$ cat config.mk
export PLATFORM = sky130hd
export DESIGN_NAME = alu_multicycle
export DESIGN_NICKNAME = d
export VERILOG_FILES = /design/src/rtl/alu_multicycle.sv
export SDC_FILE = /design/constraint.sdc
export NUM_CORES = 1
export LEC_CHECK = 0
export ABC_CLOCK_PERIOD_IN_PS = 5000
export CORE_UTILIZATION = 24
export CTS_CLUSTER_SIZE = 30
export DETAILED_ROUTE_END_ITERATION = 10
export GPL_TIMING_DRIVEN = 0
export HOLD_SLACK_MARGIN = 0.03
export SYNTH_ARGS = -nofsm -noshare
export SYNTH_HDL_FRONTEND = slang
export SYNTH_SLANG_ARGS = --single-unit
$ cat constraint.sdc
create_clock -name clk -period 5 [get_ports clk]
set_input_delay 1 -clock clk [delete_from_list [all_inputs] [get_ports clk]]
set_output_delay 1 -clock clk [all_outputs]
set_load 0.02 [all_outputs]
$ cat src/rtl/alu_multicycle.sv
// Parametrised ALU: single-cycle logic/arith/shift ops plus iterative
// shift-add multiply and restoring unsigned divide/remainder.
// Valid/ready on both sides, one operation in flight.
module alu_multicycle #(
   parameter int unsigned WIDTH   = 32,
   parameter int unsigned SHAMT_W = $clog2(WIDTH)
) (
   input  logic               clk,
   input  logic               reset,
   input  logic               in_valid,
   output logic               in_ready,
   input  logic [WIDTH-1:0]   a,
   input  logic [WIDTH-1:0]   b,
   input  logic [3:0]         alu_op,
   output logic               out_valid,
   input  logic               out_ready,
   output logic [WIDTH-1:0]   result,
   output logic               zero,
   output logic               div_zero,
   output logic               illegal
);

   localparam logic [3:0] OP_AND  = 4'b0000;
   localparam logic [3:0] OP_OR   = 4'b0001;
   localparam logic [3:0] OP_ADD  = 4'b0010;
   localparam logic [3:0] OP_XOR  = 4'b0011;
   localparam logic [3:0] OP_NOR  = 4'b0100;
   localparam logic [3:0] OP_SLL  = 4'b0101;
   localparam logic [3:0] OP_SUB  = 4'b0110;
   localparam logic [3:0] OP_SLT  = 4'b0111;
   localparam logic [3:0] OP_SLTU = 4'b1000;
   localparam logic [3:0] OP_SRL  = 4'b1001;
   localparam logic [3:0] OP_SRA  = 4'b1010;
   localparam logic [3:0] OP_MUL  = 4'b1100;
   localparam logic [3:0] OP_DIVU = 4'b1101;
   localparam logic [3:0] OP_REMU = 4'b1110;

   typedef enum logic [1:0] {
      S_IDLE = 2'd0,
      S_BUSY = 2'd1,
      S_DONE = 2'd2
   } state_e;

   state_e               state_q, state_d;
   logic [SHAMT_W-1:0]   cnt_q, cnt_d;
   logic [3:0]           op_q, op_d;
   logic [WIDTH-1:0]     opa_q, opa_d;     // multiplicand (MUL) / dividend->quotient (DIV)
   logic [WIDTH-1:0]     opb_q, opb_d;     // multiplier (MUL) / divisor (DIV)
   logic [WIDTH-1:0]     acc_q, acc_d;     // product accumulator (MUL) / remainder (DIV)
   logic [WIDTH-1:0]     result_q, result_d;
   logic                 zero_q, zero_d;
   logic                 div_zero_q, div_zero_d;
   logic                 illegal_q, illegal_d;
   logic                 out_valid_q, out_valid_d;

   logic [WIDTH-1:0]     alu_res_c;
   logic                 alu_ill_c;
   logic                 is_iter_c;
   logic [SHAMT_W-1:0]   shamt_c;

   logic [WIDTH-1:0]     mul_acc_c;
   logic [WIDTH:0]       rem_sh_c;
   logic [WIDTH:0]       rem_diff_c;
   logic [WIDTH-1:0]     rem_new_c;
   logic [WIDTH-1:0]     quo_new_c;

   assign shamt_c = b[SHAMT_W-1:0];
   assign is_iter_c = (alu_op == OP_MUL) || (alu_op == OP_DIVU) || (alu_op == OP_REMU);

   // Single-cycle operation result, taken straight from the input operands
   always_comb begin
      alu_res_c = '0;
      alu_ill_c = 1'b0;
      unique case (alu_op)
         OP_AND:  alu_res_c = a & b;
         OP_OR:   alu_res_c = a | b;
         OP_ADD:  alu_res_c = a + b;
         OP_XOR:  alu_res_c = a ^ b;
         OP_NOR:  alu_res_c = ~(a | b);
         OP_SLL:  alu_res_c = a << shamt_c;
         OP_SUB:  alu_res_c = a - b;
         OP_SLT:  alu_res_c = WIDTH'($signed(a) < $signed(b));
         OP_SLTU: alu_res_c = WIDTH'(a < b);
         OP_SRL:  alu_res_c = a >> shamt_c;
         OP_SRA:  alu_res_c = WIDTH'($signed(a) >>> shamt_c);
         OP_MUL, OP_DIVU, OP_REMU: alu_res_c = '0;
         default: alu_ill_c = 1'b1;
      endcase
   end

   // One iteration step of the shift-add multiplier and the restoring divider
   always_comb begin
      mul_acc_c  = acc_q + (opb_q[0] ? opa_q : '0);
      rem_sh_c   = {acc_q, opa_q[WIDTH-1]};
      rem_diff_c = rem_sh_c - {1'b0, opb_q};
      // A divisor of zero never borrows, so the quotient fills with ones
      // and the remainder ends up as the dividend, as required.
      rem_new_c  = rem_diff_c[WIDTH] ? rem_sh_c[WIDTH-1:0] : rem_diff_c[WIDTH-1:0];
      quo_new_c  = {opa_q[WIDTH-2:0], ~rem_diff_c[WIDTH]};
   end

   // Next-state and next-output logic
   always_comb begin
      state_d     = state_q;
      cnt_d       = cnt_q;
      op_d        = op_q;
      opa_d       = opa_q;
      opb_d       = opb_q;
      acc_d       = acc_q;
      result_d    = result_q;
      zero_d      = zero_q;
      div_zero_d  = div_zero_q;
      illegal_d   = illegal_q;
      out_valid_d = out_valid_q;

      unique case (state_q)
         S_IDLE: begin
            if (in_valid) begin
               if (is_iter_c) begin
                  state_d = S_BUSY;
                  cnt_d   = '0;
                  op_d    = alu_op;
                  opa_d   = a;
                  opb_d   = b;
                  acc_d   = '0;
               end else begin
                  state_d     = S_DONE;
                  result_d    = alu_res_c;
                  zero_d      = (alu_res_c == '0);
                  div_zero_d  = 1'b0;
                  illegal_d   = alu_ill_c;
                  out_valid_d = 1'b1;
               end
            end
         end
         S_BUSY: begin
            cnt_d = cnt_q + 1'b1;
            if (op_q == OP_MUL) begin
               acc_d = mul_acc_c;
               opa_d = opa_q << 1;
               opb_d = opb_q >> 1;
            end else begin
               acc_d = rem_new_c;
               opa_d = quo_new_c;
            end
            if (cnt_q == SHAMT_W'(WIDTH - 1)) begin
               state_d     = S_DONE;
               out_valid_d = 1'b1;
               illegal_d   = 1'b0;
               unique case (op_q)
                  OP_MUL:  result_d = mul_acc_c;
                  OP_DIVU: result_d = quo_new_c;
                  default: result_d = rem_new_c;
               endcase
               zero_d     = (result_d == '0);
               div_zero_d = (op_q != OP_MUL) && (opb_q == '0);
            end
         end
         S_DONE: begin
            if (out_ready) begin
               state_d     = S_IDLE;
               out_valid_d = 1'b0;
            end
         end
         default: state_d = S_IDLE;
      endcase
   end

   // State and datapath registers with synchronous reset
   always_ff @(posedge clk) begin
      if (reset) begin
         state_q     <= S_IDLE;
         cnt_q       <= '0;
         op_q        <= '0;
         opa_q       <= '0;
         opb_q       <= '0;
         acc_q       <= '0;
         result_q    <= '0;
         zero_q      <= 1'b0;
         div_zero_q  <= 1'b0;
         illegal_q   <= 1'b0;
         out_valid_q <= 1'b0;
      end else begin
         state_q     <= state_d;
         cnt_q       <= cnt_d;
         op_q        <= op_d;
         opa_q       <= opa_d;
         opb_q       <= opb_d;
         acc_q       <= acc_d;
         result_q    <= result_d;
         zero_q      <= zero_d;
         div_zero_q  <= div_zero_d;
         illegal_q   <= illegal_d;
         out_valid_q <= out_valid_d;
      end
   end

   assign in_ready  = (state_q == S_IDLE);
   assign out_valid = out_valid_q;
   assign result    = result_q;
   assign zero      = zero_q;
   assign div_zero  = div_zero_q;
   assign illegal   = illegal_q;

endmodule

Word level (Yosys, flattened, before mapping):

Cells that the tools add are included.

* magnitude comparators: 2
* shift-type cells: 3
* bitwise logic cells: 5
* reduce and logical (&&, ||, !) cells: 17
* multiplexer cells: 48
* add/sub/neg operators: 5
* eq/ne operators: 25

Operators by type and width (count)
* 2-to-1 mux 32 bit: 15
* case mux 32 bit (11 select lines): 1
* case mux 32 bit (2 select lines): 5
* logical NOT 32 bit: 3
* adder 32 bit: 2
* < comparator 32 bit: 2
* subtractor 33 x 32 -> 33 bit: 1
* bitwise AND 32 bit: 1
* equality test 4 bit (second input constant): 8
* NOT 32 bit: 1
* bitwise OR 32 bit: 1
* left shift 32 x 5 -> 32 bit: 1
* right shift 32 x 5 -> 32 bit: 1
* >>> shifter 32 x 5 -> 32 bit: 1
* subtractor 32 bit: 1
* XOR 32 bit: 1
* equality test 4 x 3 -> 1 bit (second input constant): 4
* 2-to-1 mux 1 bit: 15
* OR reduction 14 bit: 1
* 2-to-1 mux 5 bit: 2
* inequality test 2 bit (second input constant): 5
* case mux 5 bit (2 select lines): 1
* AND reduction 3 bit: 3
* equality test 4 x 2 -> 1 bit (second input constant): 2
* other kinds (20): 27

* flip-flop bits (word level): 143
* output and inout bits: 37
* input port bits: 72

Depth between registers and ports, before layout:

Gate-level depths: netlist (run 1).

* depth in word-level cells: 8
* gate-level depth with buffers: 19

Worst setup path before layout (run 1):

No wires, ideal clock.

* path type: input -> register
* start point: in b[2]
* end point: reg zero_q (netlist: zero)
* arrival: 5.054 ns
* stages: 18
* setup time: 0.059 ns
* data required time: 4.941 ns
* slack: -0.113 ns
* cells stage by stage: buf_2 clkinv_1 clkbuf_1 buf_1 ha_1 clkinv_1 and3_1 nor2_2 o31ai_2 a311oi_1 a221o_1 a2111oi_0 or4bb_1 nor4_1 and4_1 nand4_1 o31a_1 nand2_1

* longest elaborated chain between the ends: 7
* elaborated cells on any way between the ends: 16

RTL lines
* start: declaration: RTL line 13 `input logic [WIDTH-1:0] b,`
* parallel branches: the longest is 2 deep, another holds subtractor 32 bit
* case mux 32 bit (11 select lines) *: RTL line 74 `unique case (alu_op)`
* logical NOT 32 bit *: RTL line 129 `zero_d = (alu_res_c == '0);`
* 2-to-1 mux 1 bit *: RTL line 119 `if (is_iter_c) begin`
* 2-to-1 mux 1 bit *: RTL line 118 `if (in_valid) begin`
* case mux 1 bit (2 select lines) *: RTL line 116 `unique case (state_q)`
* end signal: assignment: RTL line 191 `zero_q <= zero_d;`
* end: declaration: RTL line 51 `logic zero_q, zero_d;`

Every way passes the cells marked *. The select of a mux whose other input is x is not followed.
A chain may end at the register's enable or synchronous reset.

Final worst setup path (run 1):

* start point: in alu_op[1]
* end point: reg zero_q (netlist: zero)

* longest elaborated chain between the ends: 6
* elaborated cells on any way between the ends: 23

RTL lines
* start: declaration: RTL line 14 `input logic [3:0] alu_op,`
* equality test 4 bit (tied with other cells): RTL line 74
* case mux 32 bit (11 select lines): RTL line 74
* logical NOT 32 bit: RTL line 129
* 2-to-1 mux 1 bit: RTL line 119
* 2-to-1 mux 1 bit: RTL line 118
* case mux 1 bit (2 select lines): RTL line 116

Several ways; a longest one is shown, not always the timed one. The select of a mux whose other input is x is not followed.

==> results of run 1 <==
## per-stage QoR
stage               instance area, um2  setup slack (ps)
floorplan                        20100              41.8
global placement                 22500             -3090
detailed placement               22500             -2820
CTS                              24000             -12.9
global route                     24500             -26.8
finish                           24500             -23.5
## path summary, 6_finish.rpt
check          endpoint        from  slack [ps]
min          result[23]  result[23]         450
min reg2reg  result[23]  result[23]         450
max reg2reg        zero   opa_q[31]          50
max                zero   alu_op[1]         -20
## where the power goes
group          internal, uW  leakage, uW  switching (uW)
clock network           716     0.000292             600
registers              1200      0.00116            75.4
logic                   889      0.00798            1680
total                  2800      0.00944            2350
## synth_stat cells (16+ instances only)
master,n,area (um2)
sky130_fd_sc_hd__nand2b_1,31,194
sky130_fd_sc_hd__a21o_1,27,203
sky130_fd_sc_hd__a31oi_1,22,138
sky130_fd_sc_hd__nor2_1,362,1360
sky130_fd_sc_hd__nand3_1,45,225
sky130_fd_sc_hd__dfxtp_1,143,2860
sky130_fd_sc_hd__a221oi_1,26,228
sky130_fd_sc_hd__xor2_1,27,236
sky130_fd_sc_hd__a222oi_1,32,320
sky130_fd_sc_hd__a311oi_1,45,394
sky130_fd_sc_hd__o211ai_1,43,323
sky130_fd_sc_hd__a211oi_1,70,526
sky130_fd_sc_hd__nand2_1,288,1080
sky130_fd_sc_hd__o21bai_1,23,173
sky130_fd_sc_hd__buf_2,17,85.1
sky130_fd_sc_hd__nor4_1,33,206
sky130_fd_sc_hd__a22oi_1,30,225
sky130_fd_sc_hd__o21ai_0,122,611
sky130_fd_sc_hd__nand4_1,29,181
sky130_fd_sc_hd__o21a_1,18,135
sky130_fd_sc_hd__mux4_2,38,856
sky130_fd_sc_hd__buf_1,16,60.1
sky130_fd_sc_hd__nor2b_1,25,156
sky130_fd_sc_hd__and2_1,49,307
sky130_fd_sc_hd__a32oi_1,23,201
sky130_fd_sc_hd__o31ai_1,16,120
sky130_fd_sc_hd__mux2i_1,77,771
sky130_fd_sc_hd__a21oi_1,235,1180
sky130_fd_sc_hd__nor3_1,66,330
sky130_fd_sc_hd__o22ai_1,16,100
sky130_fd_sc_hd__inv_1,143,537
sky130_fd_sc_hd__and3_1,21,131
sky130_fd_sc_hd__mux2_2,23,259
sky130_fd_sc_hd__o221ai_1,25,219
sky130_fd_sc_hd__xnor2_1,46,403
sky130_fd_sc_hd__ha_1,175,2190
sky130_fd_sc_hd__clkbuf_1,165,619
## timing repair
| action | in CTS | in global routing |
|---|---|---|
| setup endpoints to repair | 58 | 13 |
| hold buffers | 0 | 0 |
| setup buffers | 28 | 33 |
| gates resized for setup | 242 | 125 |
| pin swaps | 23 | 31 |
| gates cloned | 1 | 0 |
## sequential cells by signal, summed over array words and instances, names as in the netlist, 2 cells and up
| signal | flops |
|---|---|
| acc_q | 32 |
| opa_q | 32 |
| opb_q | 32 |
| result | 32 |
| cnt_q | 5 |
| op_q | 4 |
| state_q | 2 |
## worst max-delay path: stages
cell and delay [ps]:
sky130_fd_sc_hd__clkdlybuf4s50_1 560, sky130_fd_sc_hd__buf_2 290, sky130_fd_sc_hd__clkbuf_2 330, sky130_fd_sc_hd__nor4b_1 110
sky130_fd_sc_hd__o2111ai_1 470, sky130_fd_sc_hd__o32ai_1 220, sky130_fd_sc_hd__a211oi_1 250, sky130_fd_sc_hd__nand4_1 370
sky130_fd_sc_hd__nor4_2 360, sky130_fd_sc_hd__o2111ai_1 140, sky130_fd_sc_hd__or3_1 390, sky130_fd_sc_hd__nor4_4 220
sky130_fd_sc_hd__and4_1 240, sky130_fd_sc_hd__nand4_1 90, sky130_fd_sc_hd__o31a_1 290, sky130_fd_sc_hd__nand2_1 60
## layout make-up
| class | instances | area (um2) | area share |
|---|---|---|---|
| timing repair buffer | 171 | 1490 | 0.0608 |
| buffer | 193 | 983 | 0.0402 |
| sequential | 143 | 2870 | 0.117 |
| tap | 1070 | 1340 | 0.0547 |
| multi-input combinational | 2317 | 16600 | 0.679 |
| inverter | 150 | 599 | 0.0245 |
| clock buffer | 18 | 439 | 0.0180 |
| clock inverter | 14 | 144 | 0.00588 |
## layout by cell type, fill, tap and decap left out, drive strengths merged, types with 23 or more instances in the layout
| cell | count |
|---|---|
| a22oi | 30 |
| a21oi | 235 |
| nor4 | 33 |
| dfxtp | 143 |
| nand2 | 288 |
| a311oi | 45 |
| nor2 | 363 |
| a211oi | 70 |
| ha | 175 |
| o221ai | 25 |
| xor2 | 27 |
| a32oi | 23 |
| o21bai | 23 |
| a21o | 27 |
| mux2i | 77 |
| a221oi | 27 |
| clkdlybuf4s50 | 67 |
| mux2 | 26 |
| nand2b | 31 |
| nor3 | 66 |
| and2 | 51 |
| mux4 | 38 |
| xnor2 | 46 |
| clkbuf | 192 |
| o21ai | 130 |
| buf | 102 |
| o211ai | 43 |
| inv | 154 |
| nand3 | 45 |
| a222oi | 32 |
| nand4 | 29 |
| nor2b | 25 |
## metal layers
layer  GRT usage  vias up  share of wire
met3      0.0503      365           0.11
met5           0        -        0.00013
met1       0.354    12100           0.39
li1            -    10900              -
met4       0.141        2          0.061
met2       0.418     1871           0.43
## logic make-up (layout without fill, tap and decap cells)
group / after synthesis / after routing / share of synthesized area
buffers and inverters: 352 / 546 / 0.0679
and+or+nand+nor: 1015 / 1015 / 0.233
adders and majority gates: 179 / 179 / 0.113
DFF: 143 / 143 / 0.143
AOI/OAI and AO/OA: 909 / 909 / 0.315
muxes: 141 / 141 / 0.0957
xor gates and xnor gates: 73 / 73 / 0.0319
==> PnR_summary.wiki, run 1 <==
{| class="wikitable"
! Metric !! Value
|-
| Number of nets in the layout || 3,244
|-
| Power density over cell area || ~210 nW/um2
|-
| Number of buffers created by CTS || 17
|-
| Final core area utilization || 0.297
|-
| Required time at the worst-slack endpoint || ~5400 ps
|-
| Number of port buffers || roughly 110
|-
| Floorplan Core Area || about 82,000 um2
|-
| Per-instance average area after synthesis || 7.13 um2
|-
| CTS tree || yes
|-
| Maximum clock insertion buffer count || 2
|-
| LEAKAGE || 0.00944 uW
|-
| Number of placed cells counting well taps || between 3,000 and 4,000
|-
| Max-slew violation count || 0
|-
| Initial core utilization || 0.243
|-
| Pre-antenna DRT Iters || 9
|-
| Drc violations || 0
|-
| Routability congestion estimate || between 1 and 1.5
|-
| Kind of path behind the tightest hold check || flip-flop to flip-flop
|-
| Arrival time of the worst setup path || ~5400 ps
|-
| Syn_nets || ~3,100
|-
| Yosys Warn Count || 0
|-
| Non-Filler Instances || ~4,100
|-
| Grt total ovfl || 0
|-
| Post-synthesis to final-layout area growth || 22.0%
|-
| Top Ports || 109
|-
| Unrepaired setup endpoints after global routing || true
|-
| Worst-case headroom to the max-slew limit || 0.161
|-
| Worst-path clk slew || around 60 ps
|-
| Cell depth of the worst hold path || 2
|-
| Main synth FF type || sky130_fd_sc_hd__dfxtp_1
|-
| Detailed-route via count || about 25,000
|-
| PnR Total Power || 5150 uW
|-
| Smallest setup slack after layout || -23.5 ps
|-
| Wire length reported by the detailed router || approximately 120,000 um
|-
| Number of register bits inferred by synthesis || 143
|-
| Placed wire-length estimate after detailed placement || approximately 96,000 um
|-
| Worst hold-check slack || 450 ps
|-
| Number of cells produced by synthesis || ~2,800
|-
| Worst clock skew || ~11 ps
|-
| Crit Path Class || input pin to flip-flop
|-
| Failing checks || setup timing
|-
| Fill cell instance count of the final layout || around 9,000
|-
| Critical Path End Type || flip-flop
|-
| Biggest fanout along the worst timing path || 10
|-
| Clk sinks || ~140
|-
| Routed length per instance || 29.3 um
|-
| Area of the mapped netlist || ~20,000 um2
|-
| Sum of negative setup slack || -23.5 ps
|-
| Die outline area || ~85,000 um2
|-
| Count of inserted antenna diode cells || 0
|-
| Fraction of layout instances using a drive strength above 1 || 0.125
|-
| Synth cell types || 90
|-
| Sequential element share of the synthesized area || 0.143
|-
| Synth async-reset ratio || 0
|-
| Via density per instance || just over 6
|-
| Pin count of the biggest net entering global routing || 17
|-
| Final critical delay including setup and external delays || between 5000 and 6000 ps
|-
| Height of the die || 291 um
|-
| Detail Route Antenna Nets || 0
|-
| Worst Setup Start Kind || input pin
|-
| Clock tree root buffer cell || sky130_fd_sc_hd__clkbuf_16
|-
| Result of the run || finished, violations left
|-
| Number of antenna violations at the first check in global routing || 1
|-
| Tot GR Track Use || 0.270
|-
| Final hold viol count || 0
|-
| Clock network latency to the later pin of the worst-skew pair || 460 ps
|-
| Highest clock rate || 199 MHz
|-
| Transition time of the tightest slew-check pin || 1260 ps
|-
| H-tree Lvls || 4
|-
| Placement row count || ~110
|-
| Maximum capacitance violations || 0
|-
| Worst-case reg-to-reg path depth || 18
|-
| Post-synth EDFFs || 0
|-
| Die outline width || roughly 290 um
|-
| Global-route wire length before repair || 168,000 um
|-
| Maximum vdd ir drop || roughly 0.23 mV
|-
| Ratio of final minimum period to clock period || 1.00
|-
| DRT iter0 DRCs || 3,326
|-
| Setup violations, final || 1
|-
| Via count of the first global-routing pass || 23,300
|}
Power figures use the tool's default switching activity.
==> run 2, diff against run 1 <==
ABC_CLOCK_PERIOD_IN_PS = 5330   (was 5000)
clock period = 5.33 ns   (was 5 ns; I/O delays follow)
==> run 2 against run 1 <==
The flow still finishes with violations (setup timing). Global-route usage grew 0.23 points. Combinational power decreased by 9.3%. Total power fell by 7.8%. Critical endpoint unchanged.
==> PnR_summary.wiki, run 2 (synthesis gave the netlist of run 1 again) <==
{| class="wikitable"
! Metric !! Value
|-
| Via density per instance || 6.09 (-1.5%)
|-
| Worst Setup Start Kind || input pin
|-
| Worst-path clk slew || 70 ps (about the same)
|-
| Result of the run || finished, violations left
|-
| DRT iter0 DRCs || 3,037 (-8.7%)
|-
| Final standard cell area without fillers || 23,900 um2 (-2.2%)
|-
| Cell Area, Placed || 22,500 um2 (about the same)
|-
| Arrival time of the worst setup path || 5780 ps (+360 ps)
|-
| Required time at the worst-slack endpoint || 5680 ps (+280 ps)
|-
| Worst-case headroom to the max-slew limit || 0.0214 (-0.140)
|-
| Unrepaired setup endpoints after global routing || true
|-
| Detail Route Antenna Nets || 0 (unchanged)
|-
| Failing checks || setup timing
|-
| Ratio of final minimum period to clock period || 1.02
|-
| Worst hold endpoint || div_zero
|-
| Number of placed cells counting well taps || 3,991 (unchanged)
|-
| Routability congestion estimate || 1.06 (-0.48%)
|-
| Highest clock rate || about 180 MHz
|-
| Fraction of layout instances using a drive strength above 1 || 0.0908 (-0.0339)
|-
| R2R setup slack || 20 ps (-30 ps)
|-
| Maximum capacitance violations || 0 (unchanged)
|-
| Setup violations, final || 4 (+3)
|-
| Max-slew violation count || 0 (unchanged)
|-
| Die outline area || 84,700 um2 (unchanged)
|-
| Height of the die || 291 um (unchanged)
|-
| Worst setup slack after placement || -2780 ps (+38.5 ps)
|-
| Biggest fanout along the worst timing path || 10 (unchanged)
|-
| Commonest non-fill, non-tap cells in the layout || sky130_fd_sc_hd__nor2_1, sky130_fd_sc_hd__nand2_1, sky130_fd_sc_hd__a21oi_1, sky130_fd_sc_hd__ha_1, sky130_fd_sc_hd__clkbuf_1
|-
| Placement row count || 105 (unchanged)
|-
| CTS tree || yes
|-
| RR Startpoint || opb_q[0]
|-
| Post-synthesis to final-layout area growth || 19.2%
|-
| Worst hold-check slack || 453 ps (+2.74 ps)
|-
| Grt total ovfl || 0 (unchanged)
|-
| Via count of the first global-routing pass || 23,200 (-0.39%)
|-
| Global-route wire length before repair || 169,000 um (+0.71%)
|-
| Critical Path End Type || flip-flop
|-
| LEAKAGE || 0.00922 uW (-2.4%)
|-
| Die outline width || 291 um (unchanged)
|-
| Transition time of the tightest slew-check pin || 1460 ps (+201 ps)
|-
| H-tree Lvls || 4 (unchanged)
|-
| Worst-case reg-to-reg path depth || 17 (-1)
|-
| Hold Crit Start || div_zero
|-
| Non-Filler Instances || 4,053 (-0.56%)
|-
| Placed wire-length estimate after detailed placement || 97,900 um (+2.4%)
|-
| Crit Path Class || input pin to flip-flop
|-
| Number of hold buffers added after CTS || 0 (unchanged)
|-
| Pre-antenna DRT Iters || 9 (unchanged)
|-
| Number of antenna violations at the first check in global routing || 2 (+1)
|-
| Clk sinks || 143 (unchanged)
|-
| Worst setup path startpoint || alu_op[3]
|-
| Floorplan Core Area || 82,400 um2 (unchanged)
|-
| Final hold viol count || 0 (unchanged)
|-
| Wire length reported by the detailed router || 120,000 um (+0.24%)
|-
| Routed length per instance || 29.5 um (+0.81%)
|-
| Kind of path behind the tightest hold check || flip-flop to flip-flop
|-
| Fill cell instance count of the final layout || 9,077 (+1.3%)
|-
| Commonest non-fill, non-tap cell in the layout || sky130_fd_sc_hd__nor2_1
|-
| Maximum clock insertion buffer count || 2 (unchanged)
|-
| Number of buffers created by CTS || 17 (unchanged)
|-
| Final critical delay including setup and external delays || between 5000 and 6000 ps
|-
| Clock network latency to the later pin of the worst-skew pair || 460 ps (about the same)
|-
| Cell depth of the worst hold path || 2 (unchanged)
|-
| Smallest setup slack after layout || -103 ps (-80.0 ps)
|-
| Maximum vdd ir drop || 0.185 mV (-19%)
|-
| Top Ports || 109 (unchanged)
|-
| Endpoint of the worst register-to-register path || zero
|-
| Number of nets in the layout || 3,222 (-0.68%)
|-
| PnR Total Power || 4750 uW (-7.8%)
|-
| Footprint of the flip-flops and latches || 2860 um2 (about the same)
|-
| Initial core utilization || 0.243 (unchanged)
|-
| Number of port buffers || 107 (unchanged)
|-
| Count of inserted antenna diode cells || 0 (unchanged)
|-
| Pin count of the biggest net entering global routing || 17 (unchanged)
|-
| Combined area of the multi-input logic cells || 16,300 um2 (-1.6%)
|-
| Drc violations || 0 (unchanged)
|-
| Clock tree root buffer cell || sky130_fd_sc_hd__clkbuf_16
|-
| Worst clock skew || 16.0 ps (+5.38 ps)
|-
| Tot GR Track Use || 0.272 (+0.00233)
|-
| Detailed-route via count || 24,700 (-2.1%)
|-
| Power density over cell area || 199 nW/um2 (-5.7%)
|}
[run 2: power by group]
group	leakage [uW]	total, uW	internal (uW)	switching, uW
clock network	0.000271	1220	658	567
registers	0.00116	1200	1120	76.5
logic	0.00778	2330	790	1540
[run 2: stage by stage]
step,utilization,setup TNS (ps)
2_1_floorplan,-,0
3_3_place_gp,0.273,-48560
6_report,0.290,-271
4_1_cts,0.286,-110
5_1_grt,0.290,-556
3_5_place_dp,0.273,-44950
[run 2: worst max-delay path, stage by stage]
cell,delay (ps)
sky130_fd_sc_hd__clkdlybuf4s50_1,590
sky130_fd_sc_hd__nor4bb_2,730
sky130_fd_sc_hd__clkbuf_1,580
sky130_fd_sc_hd__nor2_1,390
sky130_fd_sc_hd__o32ai_2,650
sky130_fd_sc_hd__nor3_1,110
sky130_fd_sc_hd__o221ai_1,250
sky130_fd_sc_hd__a221oi_1,220
sky130_fd_sc_hd__o22ai_1,170
sky130_fd_sc_hd__a2bb2oi_1,570
sky130_fd_sc_hd__nor4_1,140
sky130_fd_sc_hd__nand4_1,100
sky130_fd_sc_hd__o31a_1,130
sky130_fd_sc_hd__nand2_1,50
[run 2: what timing repair did]
item,4_1_cts,5_1_grt
gates resized for setup,124,99
setup endpoints to repair,39,12
buffers inserted,15,19
pin swaps,9,19
[run 2: how the worst max path moves through the flow]
stage | endpoint | cells after the start | slack (ps)
final | zero | 14 | -100
after global routing | zero | 16 | -160
after CTS | zero | 18 | -110
after detailed placement | zero | 18 | -2780
after global placement | zero | 19 | -3210
after floorplan | zero | 18 | 150
[run 2: cell type report]
type                    instances  share of cell area
plain buffers                 199              0.0375
clock buffers                  17              0.0178
clock inverters                14             0.00644
inverters                     150              0.0242
multi-input cells            2317               0.683
flip-flops and latches        143               0.120
well taps                    1070              0.0560
repair buffers                143              0.0551
[run 2: metal layers]
layer | GRT usage | wire [um] | vias to the layer above
met2 | 0.437 | 52900 | 1516
li1 | - | - | 10800
met4 | 0.128 | 6550 | 4
met1 | 0.355 | 49000 | 12000
met5 | 0 | 29 | -
met3 | 0.0435 | 11100 | 329
